===== src/rtl/nibble_addsub_seq_if.sv =====
// nibble_addsub_seq_if: request/result bundle between a requester and the nibble add/sub engine
interface nibble_addsub_seq_if #(parameter int WIDTH = 16);
    logic             start;
    logic             op_sub;
    logic [WIDTH-1:0] a;
    logic [WIDTH-1:0] b;
    logic             ready;
    logic             busy;
    logic             done;
    logic [WIDTH-1:0] result;
    logic             cb;
    logic             ovf;

    modport master (output start, op_sub, a, b, input ready, busy, done, result, cb, ovf);
    modport slave  (input start, op_sub, a, b, output ready, busy, done, result, cb, ovf);
endinterface


===== src/rtl/nibble_addsub_seq.sv =====
// nibble_addsub_seq: WIDTH-bit add/subtract computed one nibble per clock on a shared 4-bit slice
module nibble_addsub_seq #(
    parameter int WIDTH = 16
) (
    input logic                clk,
    input logic                rst_n,
    nibble_addsub_seq_if.slave bus
);
    localparam int NIBBLES = WIDTH / 4;
    localparam int IW = $clog2(NIBBLES);

    typedef enum logic [1:0] {IDLE, RUN, DONE} state_t;

    state_t           state_q, state_d;
    logic [IW-1:0]    idx_q, idx_d;
    logic             carry_q, carry_d, sub_q, sub_d, cb_q, cb_d, ovf_q, ovf_d;
    logic [WIDTH-1:0] a_q, a_d, b_q, b_d, result_q, result_d;
    logic [3:0]       a_nib, b_nib, s;
    logic             c4, last, ready, busy, done;

    generate
        if (WIDTH % 4 != 0 || WIDTH < 8) begin : g_bad_width
            $error("nibble_addsub_seq: WIDTH must be a multiple of 4 and at least 8");
        end
    endgenerate

    // Subtrahend is already inverted at accept time, so the slice is always a plain adder.
    assign a_nib = a_q[{idx_q, 2'b00} +: 4];
    assign b_nib = b_q[{idx_q, 2'b00} +: 4];
    assign {c4, s} = {1'b0, a_nib} + {1'b0, b_nib} + {4'b0000, carry_q};
    assign last = idx_q == IW'(NIBBLES - 1);

    // State register
    always_ff @(posedge clk or negedge rst_n) begin
        if (!rst_n) state_q <= IDLE;
        else        state_q <= state_d;
    end

    // Next state: DONE always returns to IDLE, start is only honoured in IDLE
    always_comb begin
        state_d = state_q;
        case (state_q)
            IDLE:    state_d = bus.start ? RUN : IDLE;
            RUN:     state_d = last ? DONE : RUN;
            default: state_d = IDLE;
        endcase
    end

    // Status outputs decoded from state
    always_comb begin
        ready = state_q == IDLE;
        busy  = state_q == RUN;
        done  = state_q == DONE;
    end

    // Datapath next state: latch operands on accept, fold one nibble per RUN cycle
    always_comb begin
        a_d      = a_q;
        b_d      = b_q;
        sub_d    = sub_q;
        carry_d  = carry_q;
        idx_d    = idx_q;
        result_d = result_q;
        cb_d     = cb_q;
        ovf_d    = ovf_q;
        if (state_q == IDLE && bus.start) begin
            a_d      = bus.a;
            b_d      = bus.op_sub ? ~bus.b : bus.b;
            sub_d    = bus.op_sub;
            carry_d  = bus.op_sub;
            idx_d    = '0;
            result_d = '0;
        end else if (state_q == RUN) begin
            result_d[{idx_q, 2'b00} +: 4] = s;
            carry_d = c4;
            idx_d   = last ? '0 : idx_q + 1'b1;
            if (last) begin
                cb_d  = sub_q ^ c4;
                ovf_d = c4 ^ a_nib[3] ^ b_nib[3] ^ s[3];
            end
        end
    end

    // Datapath registers
    always_ff @(posedge clk or negedge rst_n) begin
        if (!rst_n) begin
            a_q      <= '0;
            b_q      <= '0;
            sub_q    <= 1'b0;
            carry_q  <= 1'b0;
            idx_q    <= '0;
            result_q <= '0;
            cb_q     <= 1'b0;
            ovf_q    <= 1'b0;
        end else begin
            a_q      <= a_d;
            b_q      <= b_d;
            sub_q    <= sub_d;
            carry_q  <= carry_d;
            idx_q    <= idx_d;
            result_q <= result_d;
            cb_q     <= cb_d;
            ovf_q    <= ovf_d;
        end
    end

    assign bus.ready  = ready;
    assign bus.busy   = busy;
    assign bus.done   = done;
    assign bus.result = result_q;
    assign bus.cb     = cb_q;
    assign bus.ovf    = ovf_q;
endmodule


===== src/flat_wrapper.sv =====
// flat-port wrapper written by rule: the top's interface ports become plain ports
module nibble_addsub_seq_flat 
#(
    parameter int WIDTH = 16
)
  (clk, rst_n, bus_start, bus_op_sub, bus_a, bus_b, bus_ready, bus_busy, bus_done, bus_result, bus_cb, bus_ovf);
  nibble_addsub_seq_if #(.WIDTH(WIDTH)) bus_i ();
  input logic clk;
  input logic rst_n;
  input wire logic [$bits(bus_i.start)-1:0] bus_start;
  input wire logic [$bits(bus_i.op_sub)-1:0] bus_op_sub;
  input wire logic [$bits(bus_i.a)-1:0] bus_a;
  input wire logic [$bits(bus_i.b)-1:0] bus_b;
  output wire logic [$bits(bus_i.ready)-1:0] bus_ready;
  output wire logic [$bits(bus_i.busy)-1:0] bus_busy;
  output wire logic [$bits(bus_i.done)-1:0] bus_done;
  output wire logic [$bits(bus_i.result)-1:0] bus_result;
  output wire logic [$bits(bus_i.cb)-1:0] bus_cb;
  output wire logic [$bits(bus_i.ovf)-1:0] bus_ovf;
  assign bus_i.start = bus_start;
  assign bus_i.op_sub = bus_op_sub;
  assign bus_i.a = bus_a;
  assign bus_i.b = bus_b;
  assign bus_ready = bus_i.ready;
  assign bus_busy = bus_i.busy;
  assign bus_done = bus_i.done;
  assign bus_result = bus_i.result;
  assign bus_cb = bus_i.cb;
  assign bus_ovf = bus_i.ovf;
  nibble_addsub_seq #(.WIDTH(WIDTH)) u_core (.clk(clk), .rst_n(rst_n), .bus(bus_i));
endmodule

===== config.mk =====
export PLATFORM = sky130hd
export DESIGN_NAME = nibble_addsub_seq_flat
export DESIGN_NICKNAME = d
export VERILOG_FILES = /design/src/rtl/nibble_addsub_seq_if.sv /design/src/rtl/nibble_addsub_seq.sv /design/src/flat_wrapper.sv
export SDC_FILE = /design/constraint.sdc
export NUM_CORES = 1
export LEC_CHECK = 0
export BUFFER_PORTS_ARGS = -buffer_cell sky130_fd_sc_hd__buf_2
export CORE_MARGIN = 10
export CORE_UTILIZATION = 40
export DETAILED_ROUTE_END_ITERATION = 16
export GPL_TIMING_DRIVEN = 0
export HOLD_SLACK_MARGIN = 0.02
export SETUP_SLACK_MARGIN = 0.4
export SLEW_MARGIN = 15
export SYNTH_ARGS = -nofsm -noshare
export SYNTH_HDL_FRONTEND = slang
export SYNTH_SLANG_ARGS = --single-unit
export TNS_END_PERCENT = 50

===== constraint.sdc =====
create_clock -name clk -period 5.9 [get_ports clk]
set_input_delay 0.59 -clock clk [delete_from_list [all_inputs] [get_ports clk]]
set_output_delay 0.59 -clock clk [all_outputs]
set_load 0.05 [all_outputs]

==> results of run 1 <==
-- metrics by stage --
| stage | power (mW) | util | worst slack (ns) | instances | area, µm² |
|---|---|---|---|---|---|
| after floorplan | 1.61 | - | 2.82 | 210 | 2650 |
| after global placement | 1.91 | 0.473 | 2.38 | 342 | 3020 |
| after detailed placement | 1.94 | 0.473 | 2.38 | 342 | 3020 |
| after CTS | 2.20 | 0.491 | 2.36 | 350 | 3140 |
| after global routing | 2.33 | 0.491 | 2.18 | 350 | 3140 |
| final | 2.15 | 0.491 | 2.41 | 350 | 3140 |
-- sequential cells by signal, indices dropped and copies added, names as in the netlist --
register           cells
u_core.sub_q           1
u_core.bus.cb          1
u_core.bus.result     16
u_core.carry_q         1
u_core.idx_q           2
u_core.b_q            16
u_core.bus.ovf         1
u_core.state_q         2
u_core.a_q            16
-- layout make-up --
type	count	area (µm²)	area share
sequential	56	1400	0.447
multi-input combinational	140	1190	0.378
timing repair buffer	55	278	0.0885
tap	77	96.3	0.0307
clock buffer	5	68.8	0.0219
clock inverter	3	47.5	0.0152
buffer	10	45.0	0.0144
inverter	4	15.0	0.00478
-- kinds of logic after synthesis --
| logic type | synth area share |
|---|---|
| flip-flops | 0.529 |
| AO/OA/AOI/OAI | 0.121 |
| AND/OR/NAND/NOR | 0.0629 |
| multiplexers | 0.142 |
| XOR/XNOR | 0.0747 |
| buffers and inverters | 0.0227 |
| adder cells (fa/ha/maj) | 0.0482 |
-- per-layer routing --
| metal | track usage | vias up |
|---|---|---|
| met5 | 0 | - |
| met4 | 0.0364 | 0 |
| met3 | 0.0334 | 8 |
| met2 | 0.192 | 45 |
| met1 | 0.146 | 884 |
| li1 | - | 875 |
-- placed cells by master (no fill, tap or decap), types with 3 or more instances in the layout --
| master | Yosys | layout |
|---|---|---|
| clkbuf_1 | 3 | 3 |
| nor2_1 | 20 | 20 |
| nand2_1 | 10 | 10 |
| mux2_2 | 17 | 17 |
| ha_1 | 7 | 7 |
| buf_2 | 6 | 60 |
| dfrtp_1 | 56 | 56 |
| mux4_2 | 7 | 7 |
| xnor2_1 | 18 | 18 |
| inv_1 | 4 | 4 |
| clkbuf_8 | 0 | 5 |
| a21o_1 | 6 | 6 |
| a22o_1 | 16 | 16 |
| a21oi_1 | 18 | 18 |
-- worst max-delay path: stages, from the launching register on --
cell and delay, ns:
dfrtp_1 0.56, buf_2 0.35, mux4_2 0.58, fa_1 0.45, fa_1 0.42, a21o_1 0.20, a21oi_1 0.30, xnor3_1 0.28
xnor2_1 0.17, o21ai_1 0.08
-- power breakdown --
part	internal [mW]	switching, mW
Sequential	0.557	0.102
Clock	0.128	0.129
Combinational	0.503	0.731
Total	1.19	0.962
-- worst paths after layout --
check | from | to | slack [ns]
worst max-delay path | u_core.idx_q[0]$_DFFE_PN0P_ | u_core.bus.ovf$_DFFE_PN0P_ | 2.41
worst min-delay path | rst_n | u_core.bus.result[8]$_DFFE_PN0P_ | 0.31
worst max register to register | u_core.idx_q[0]$_DFFE_PN0P_ | u_core.bus.ovf$_DFFE_PN0P_ | 2.41
worst min register to register | u_core.bus.ovf$_DFFE_PN0P_ | u_core.bus.ovf$_DFFE_PN0P_ | 0.50
max in group asynchronous | rst_n | u_core.bus.result[1]$_DFFE_PN0P_ | 5.12
min in group clk | bus_a[10] | u_core.a_q[10]$_DFFE_PN0P_ | 0.50
==> results.md, run 1 <==
- # DRC: 0
- Final Hold Viols: 0
- Top Metal Used: met4
- Antenna fix cells: 0
- WL per Instance: 16.5 µm
- CP Launch Type: flop
- Initial DRT Pass Iterations: 4
- Post-CTS Setup Bufs: 0
- Synth top cells by count: dfrtp_1 (56), nor2_1 (20), a21oi_1 (18), xnor2_1 (18), mux2_2 (17)
- Post-synth EDFFs: 0
- First-pass GRT wire length: just under 10000 µm
- Synth unique cells: 29
- Ports: 57
- Wirelength, routed: 5780 µm
- Top_reg_cell synth: dfrtp_1
- Initial core utilization: 0.415
- Hold WS: 0.311 ns
- MaxCap Viol Count: 0
- Via count: approximately 1800
- IO buf count: between 50 and 60
- Leakage Power: around 1.5 nW
- Clock sinks: 56
- Final worst-path cycle share: 0.591
- Final Max Slew Viols: 0
- Top cells by area, synth: dfrtp_1 (53%), mux2_2 (7.2%), mux4_2 (6.0%)
- Count leader, synth: dfrtp_1
- Mean post-synth cell area: 12.6 µm²
- Final #Nets: 317
- Setup violations, final: 0
- Largest area contributor in the synthesized netlist: dfrtp_1
- Avg Vias per Cell: 5.18
- FMAX: 287 MHz
- Layout fillers: between 600 and 700
- Detail Route Antenna Nets: 0
- Vias in the first global route: approximately 2000
- Worst-case reg-to-reg path depth: 9
- PwrDens: 685 nW/µm²
- Hold Crit Class: input pin to asynchronous set/reset pin
- Crit end category: flop
- Synth Warn #: 0
- Post-synthesis register bit count: 56
- Ys async rst share: 1.00
- Hold_buf cts: 0
- Ratio of cells with drive above 1 in the final layout: 0.341
- Slew @ Worst Pin: 0.697 ns
- Worst IR Drop VDD: 324 µV
- Die W: 101 µm
- Iter 0 DRT Violations: 47
- DP Wirelength: 4370 µm
- Worst-path clk slew: 0.10 ns
- Initial antenna violation count: 0
- Setup_tns: 0 ns
- Clock latency on the worst-skew pair: 0.31 ns
- Total core area: 6390 µm²
- Clock skew: a little under 0.008 ns
- Yosys top cell area share: 0.529
- RD Place Congestion: between 0.8 and 0.9
- CTS tree: done
- Area growth, synth to finish: 18.5%
- Met2 WL: approximately 2700 µm
- Largest net degree at the start of global routing: 57
- Unrepaired setup endpoints after global routing: no
- Critical path peak fanout: 10
- CTS Buffer Depth: 2
- Setup CP Type: flop to flop
- Clock Tree Root: clkbuf_8
- M1 WL: 2610 µm
- Post-synth net total: between 200 and 300
- Cells after Synth: 210
- Slew HR: 0.535
- CTS resizes: 0
- Netlist Area Pre-Place: 2650 µm²
- Worst endpoint required time: slightly above 6 ns
- Die height: 101 µm
- GRT overflow: 0
- Die area: between 10000 and 15000 µm²
- Total track usage: 0.117
- CTS HTree Levels: 2
- Register area share after synthesis: 0.529
- Metal3 WL: between 300 and 400 µm
- Crit path DAT: 3.69 ns
- Tmin final: around 3.5 ns
- # rows: 29
- CTS Buf Count: 5
- Status: finished clean
No activity file was read; power rests on OpenSTA's default activity.
==> run 2, diff against run 1 <==
Settings changed: ABC_AREA set to 1.
Clock period 5.9 ns to 3 ns, I/O delays scaled along.
==> results.md, run 2 <==
- Status: finished clean
- Cells after Synth: 345
- Hold_buf cts: 0
- Iter 0 DRT Violations: 71
- Avg Vias per Cell: between 4 and 5
- Via count: 2458
- Clock Tree Root: clkbuf_8
- WL per Instance: 13.5 µm
- Netlist Area Pre-Place: between 2000 and 3000 µm²
- Yosys top cell area share: 0.479
- # DRC: 0
- Multi-input logic area: approximately 1400 µm²
- Ys async rst share: 1.00
- Worst IR Drop VDD: 481 µV
- Clock sinks: 56
- Placed instance area: between 3000 and 4000 µm²
- Largest stage delay on the critical path: 0.54 ns
- Setup violations, final: 0
- Final Max Slew Viols: 0
- Gr busiest metal: met2
- Post-synth net total: a little under 400
- Crit end category: flop
- Top cells by area, synth: dfrtp_1 (48%), nand2_1 (14%), o21ai_0 (5.5%)
- Mean post-synth cell area: 8.48 µm²
- Largest net degree at the start of global routing: 57
- Register area share after synthesis: 0.479
- Slowest stage cell, crit path: fa_2
- Hold Crit Class: input pin to asynchronous set/reset pin
- Final Util: 0.501
- Final #Nets: 465
- FMAX: 397 MHz
- # rows: 31
- Switch share: 0.501
- Commonest non-fill, non-tap cell in the layout: nand2_1
- CTS HTree Levels: 2
- MaxCap Viol Count: 0
- Clock latency on the worst-skew pair: roughly 0.31 ns
- Met3 GRT Util: 0.0414
- Setup CP Type: flop to flop
- IO buf count: 55
- PwrDens: around 1300 nW/µm²
- Overall Power: 4.72 mW
- Worst-path clk slew: 0.10 ns
- Worst path cell trace: buf_6, buf_6, nor2_4, o22ai_2, fa_2, fa_2, inv_1, nor2_1, inv_1, nor2_2, nand2_1, o21ai_1
- RD Place Congestion: approximately 0.87
- Placed cells: 499
- Unrepaired setup endpoints after global routing: yes
- Crit path DAT: 2.76 ns
- Clock skew: 0.00686 ns
- Ports: 57
- Initial antenna violation count: 0
- Initial DRT Pass Iterations: 4
- Count leader, synth: nand2_1
- Final Instance Area: between 3000 and 4000 µm²
- Clock Power Share: 0.091
- Vias in the first global route: 2540
- Post-synthesis register bit count: 56
- Layout fillers: 715
- CTS Buffer Depth: 2
- Internal cell power: 2.36 mW
- GRT overflow: 0
- Most frequent cells in the layout: nand2_1 (109), buf_2 (58), dfrtp_1 (56), o21ai_0 (30), nand3_1 (21)
- Finished Layout Cells: 520
- DP Wirelength: between 5000 and 6000 µm
- Final Hold Viols: 0
- Area growth, synth to finish: 22.9%
- Ratio of cells with drive above 1 in the final layout: 0.283
- Largest area contributor in the synthesized netlist: dfrtp_1
- Synth Warn #: 0
- CTS Buf Count: 5
- Die W: 106 µm
- Synth unique cells: 32
- Die height: between 100 and 150 µm
- Register share of total power: 0.269
- CTS tree: done
- First-pass GRT wire length: 11800 µm
- Tmin final: 2.52 ns
- Final worst-path cycle share: 0.840
- Slew HR: 0.534
- Synth top cells by count: nand2_1 (109), dfrtp_1 (56), o21ai_0 (32)
- Initial core utilization: 0.408
- CP Launch Type: flop
- Wirelength, routed: 7010 µm
- Switching power: 2.37 mW
- Total core area: 7180 µm²
- Gate power share: 0.639
- Setup_tns: 0 ns
- Met2 Usage GRT: 0.206
- GR met1 Demand/Resource: 0.160
- Reg area: roughly 1400 µm²
- Antenna fix cells: 0
- Worst endpoint required time: 3.24 ns
- Critical path peak fanout: 10
- Die area: roughly 11000 µm²
- Top_reg_cell synth: dfrtp_1
- Leakage Power: about 1.8 nW
- Slew @ Worst Pin: around 0.7 ns
- Post-synth EDFFs: 0
- Total track usage: 0.127
- Detail Route Antenna Nets: 0
## run 2: changes by cell type after synthesis, sizes merged, moves of 4 or more
cell / change
mux4: -8
inv: +24
buf: +6
nand2: +102
mux2: -17
nand3: +23
o22ai: +12
nor2: +4
o21ai: +36
a21o: -6
a21oi: -17
a22o: -14
## run 2: path summary, 6_finish.rpt
check                                             from                                end  slack [ns]  cells after the start
min                                              rst_n  u_core.bus.result[15]$_DFFE_PN0P_        0.03                      1
max                        u_core.idx_q[0]$_DFFE_PN0P_   u_core.bus.result[5]$_DFFE_PN0P_        0.48                     12
min reg2reg                 u_core.a_q[10]$_DFFE_PN0P_         u_core.a_q[10]$_DFFE_PN0P_        0.48                      2
min in group clk                              bus_a[1]          u_core.a_q[1]$_DFFE_PN0P_        0.18                      3
max in group asynchronous                        rst_n         u_core.carry_q$_DFFE_PN0P_        2.51                      1
max reg2reg                u_core.idx_q[0]$_DFFE_PN0P_   u_core.bus.result[5]$_DFFE_PN0P_        0.48                     12
## run 2: layout make-up
type,count,area share
Timing Repair Buffer,68,0.104
Multi-Input combinational cell,246,0.380
Tap cell,99,0.0344
Buffer,14,0.0327
Clock buffer,7,0.0240
Sequential cell,56,0.390
Inverter,29,0.0324
Clock inverter,1,0.00209
## run 2: metrics by stage
stage / hold slack (ns) / setup slack, ns
after floorplan: 0.00441 / 0.555
after global placement: 0.458 / 0.250
after detailed placement: 0.399 / 0.228
after CTS: 0.0580 / 0.440
after global routing: 0.0696 / 0.340
final: 0.0346 / 0.481
## run 2: repair_timing
action | CTS | global route
pin swaps | 1 | 9
resized for setup | 6 | 19
setup endpoints to repair | 7 | 7
setup buffers | 1 | 12
## run 2: cells by family (layout without fill, tap and decap cells)
kind of cell,Yosys count,after routing,share of synthesized area
and+or+nand+nor,162,162,0.242
adders and majority gates,9,9,0.0436
AOI/OAI and AO/OA,58,58,0.113
xor gates and xnor gates,17,17,0.0509
buffers and inverters,43,119,0.0714
DFF,56,56,0.479
## run 2: routing by layer
layer  vias up  share of wire
li1       1261              -
met1      1148           0.48
met2        45           0.45
met3         4          0.057
met4         0          0.011
met5         -              0
## run 2: worst max-delay path, delay by kind of cell, from the launching register on
kind / cells / cell delay (ns)
flip-flops: 1 / 0.44
buffers and inverters: 4 / 0.44
adder cells (fa/ha/maj): 2 / 0.96
AND/OR/NAND/NOR: 4 / 0.41
AO/OA/AOI/OAI: 2 / 0.22
## run 2: power groups by stage
stage / combinational [mW] / sequential [mW] / clock, mW
2_1_floorplan: 1.82 / 1.52 / 0
3_3_place_gp: 2.68 / 1.27 / 0
6_report: 3.02 / 1.27 / 0.432
5_1_grt: 3.41 / 1.32 / 0.479
4_1_cts: 2.77 / 1.26 / 0.443
3_5_place_dp: 2.71 / 1.28 / 0
==> run 3, diff against run 2 <==
Clock period 3 ns to 2.35 ns, I/O delays scaled along.
==> results.md, run 3 (synthesized netlist as in run 2, its figures left out) <==
- Status: finished, violations left
- Violated checks: setup timing
- # rows: 31
- Avg Vias per Cell: 4.77
- Iter 0 DRT Violations: 73
- FMAX: 416 MHz
- Critical path peak fanout: 6
- Final worst-path cycle share: 1.02
- Ports: 57
- Crit. path cell count: 15
- Hold Path Origin: bus_a[7]
- Hold Crit Class: input pin to flop
- Crit path DAT: around 2.6 ns
- Worst endpoint required time: 2.57 ns
- Total core area: 7180 µm²
- Detail Route Antenna Nets: 0
- Largest stage delay on the critical path: 0.43 ns
- CTS Buffer Depth: 2
- Clock Tree Root: clkbuf_8
- WL per Instance: around 15 µm
- Slew @ Worst Pin: just over 0.7 ns
- Clock sinks: 56
- Die W: 106 µm
- Crit end category: flop
- Ratio of cells with drive above 1 in the final layout: 0.349
- First-pass GRT wire length: 13100 µm
- Cell family with the largest share of critical-path delay: adder cells
- Tmin final: 2.40 ns
- CP Capture Point: u_core.bus.ovf$_DFFE_PN0P_
- CTS Buf Count: 5
- Slew HR: 0.526
- Total track usage: 0.141
- Setup violations, final: 3
- Final Max Slew Viols: 0
- Setup_tns: -0.0978 ns
- Via count: 2511
- Reg-to-reg endpoint: u_core.bus.ovf$_DFFE_PN0P_
- # DRC: 0
- Most used cell, CP: nand2_1
- Critical path origin: u_core.idx_q[0]$_DFFE_PN0P_
- Setup CP Type: flop to flop
- R2r startpoint: u_core.idx_q[0]$_DFFE_PN0P_
- Die height: 106 µm
- Worst-path clk slew: 0.10 ns
- Initial core utilization: 0.408
- DP Wirelength: 5490 µm
- Largest net degree at the start of global routing: 57
- CP Launch Type: flop
- RD Place Congestion: 0.820
- Slowest stage cell, crit path: dfrtp_1
- WHS Path Cells: 3
- Worst reg-to-reg setup slack: -0.05 ns
- Final #Nets: 471
- Initial antenna violation count: 0
- Die area: around 11000 µm²
- Area growth, synth to finish: 30.5%
- CTS tree: done
- Clock latency on the worst-skew pair: 0.32 ns
- MaxCap Viol Count: 0
- IO buf count: 55
- Commonest non-fill, non-tap cell in the layout: nand2_1
- Final Hold Viols: 0
- Initial DRT Pass Iterations: 4
- Worst path cell trace: inv_2, buf_8, buf_12, nor2_4, o22ai_2, fa_2, fa_2, nand3_2, nand3_4, inv_4, nand3_2, nand2_1, nand2_1, nand3_1, nand2_1
- Setup ws final: -0.0518 ns
- GRT overflow: 0
- Worst path bufs/invs: 4
- CTS HTree Levels: 2
- Wirelength, routed: between 7000 and 8000 µm
- Clock skew: approximately 0.0046 ns
- Worst-case reg-to-reg path depth: 15
- Antenna fix cells: 0
- Most frequent cells in the layout: nand2_1 (106), buf_2 (58), dfrtp_1 (56), buf_4 (22), o21ai_0 (21)
- Unrepaired setup endpoints after global routing: yes
- Vias in the first global route: around 2800
## run 3: worst reg2reg max path: cells and delay by family (launching register included)
kind / cells / cell delay (ns)
simple gates: 8 / 0.60
compound gates: 1 / 0.09
buf+inv: 4 / 0.43
fa+ha+maj: 2 / 0.78
flops: 1 / 0.43
## run 3: area by class of cell
cell class              instances  area, µm²
plain buffers                  14        126
clock buffers                   6       72.6
clock inverters                 2       38.8
fillers                       685       3360
inverters                      29        121
multi-input cells             246       1510
flip-flops and latches         56       1400
well taps                      99        124
repair buffers                 74        423
## run 3: stage by stage
| step | hold WS, ns | area, µm² | setup WS, ns | utilization | std cells |
|---|---|---|---|---|---|
| final | 0.103 | 3820 | -0.0518 | 0.532 | 526 |
| after global routing | 0.111 | 3820 | -0.180 | 0.532 | 526 |
| after CTS | 0.0985 | 3720 | -0.0459 | 0.519 | 523 |
| after detailed placement | 0.337 | 3380 | -0.208 | 0.471 | 499 |
| after global placement | 0.431 | 3380 | -0.188 | 0.471 | 499 |
| after floorplan | -0.0606 | 2980 | 0.0569 | - | 345 |
## run 3: what timing repair did
action                                  CTS  global route
pin swaps                                22             8
endpoints found under the setup margin   18            19
hold buffers                              1             0
gates resized for setup                  33            17
buffers inserted                         15             3
endpoints found under the hold margin    56             0
## run 3: worst min path at each step
stage / endpoint / slack [ns]
detailed placement: u_core.bus.result[15]$_DFFE_PN0P_ / 0.34
global route: u_core.a_q[7]$_DFFE_PN0P_ / 0.11
CTS: u_core.a_q[7]$_DFFE_PN0P_ / 0.1
floorplan: u_core.a_q[0]$_DFFE_PN0P_ / -0.06
global placement: u_core.a_q[9]$_DFFE_PN0P_ / 0.43
finish: u_core.a_q[7]$_DFFE_PN0P_ / 0.10
## run 3: routing by layer
| layer | global-route usage | wire length [µm] |
|---|---|---|
| met5 | 0 | 0 |
| met4 | 0.0416 | 84 |
| met3 | 0.0353 | 412 |
| met2 | 0.243 | 3820 |
| met1 | 0.171 | 3470 |
Power of run 3 is left out: the tool's default activity adds up to more than one toggle a clock period on the data nets, which glitch-free logic cannot reach.
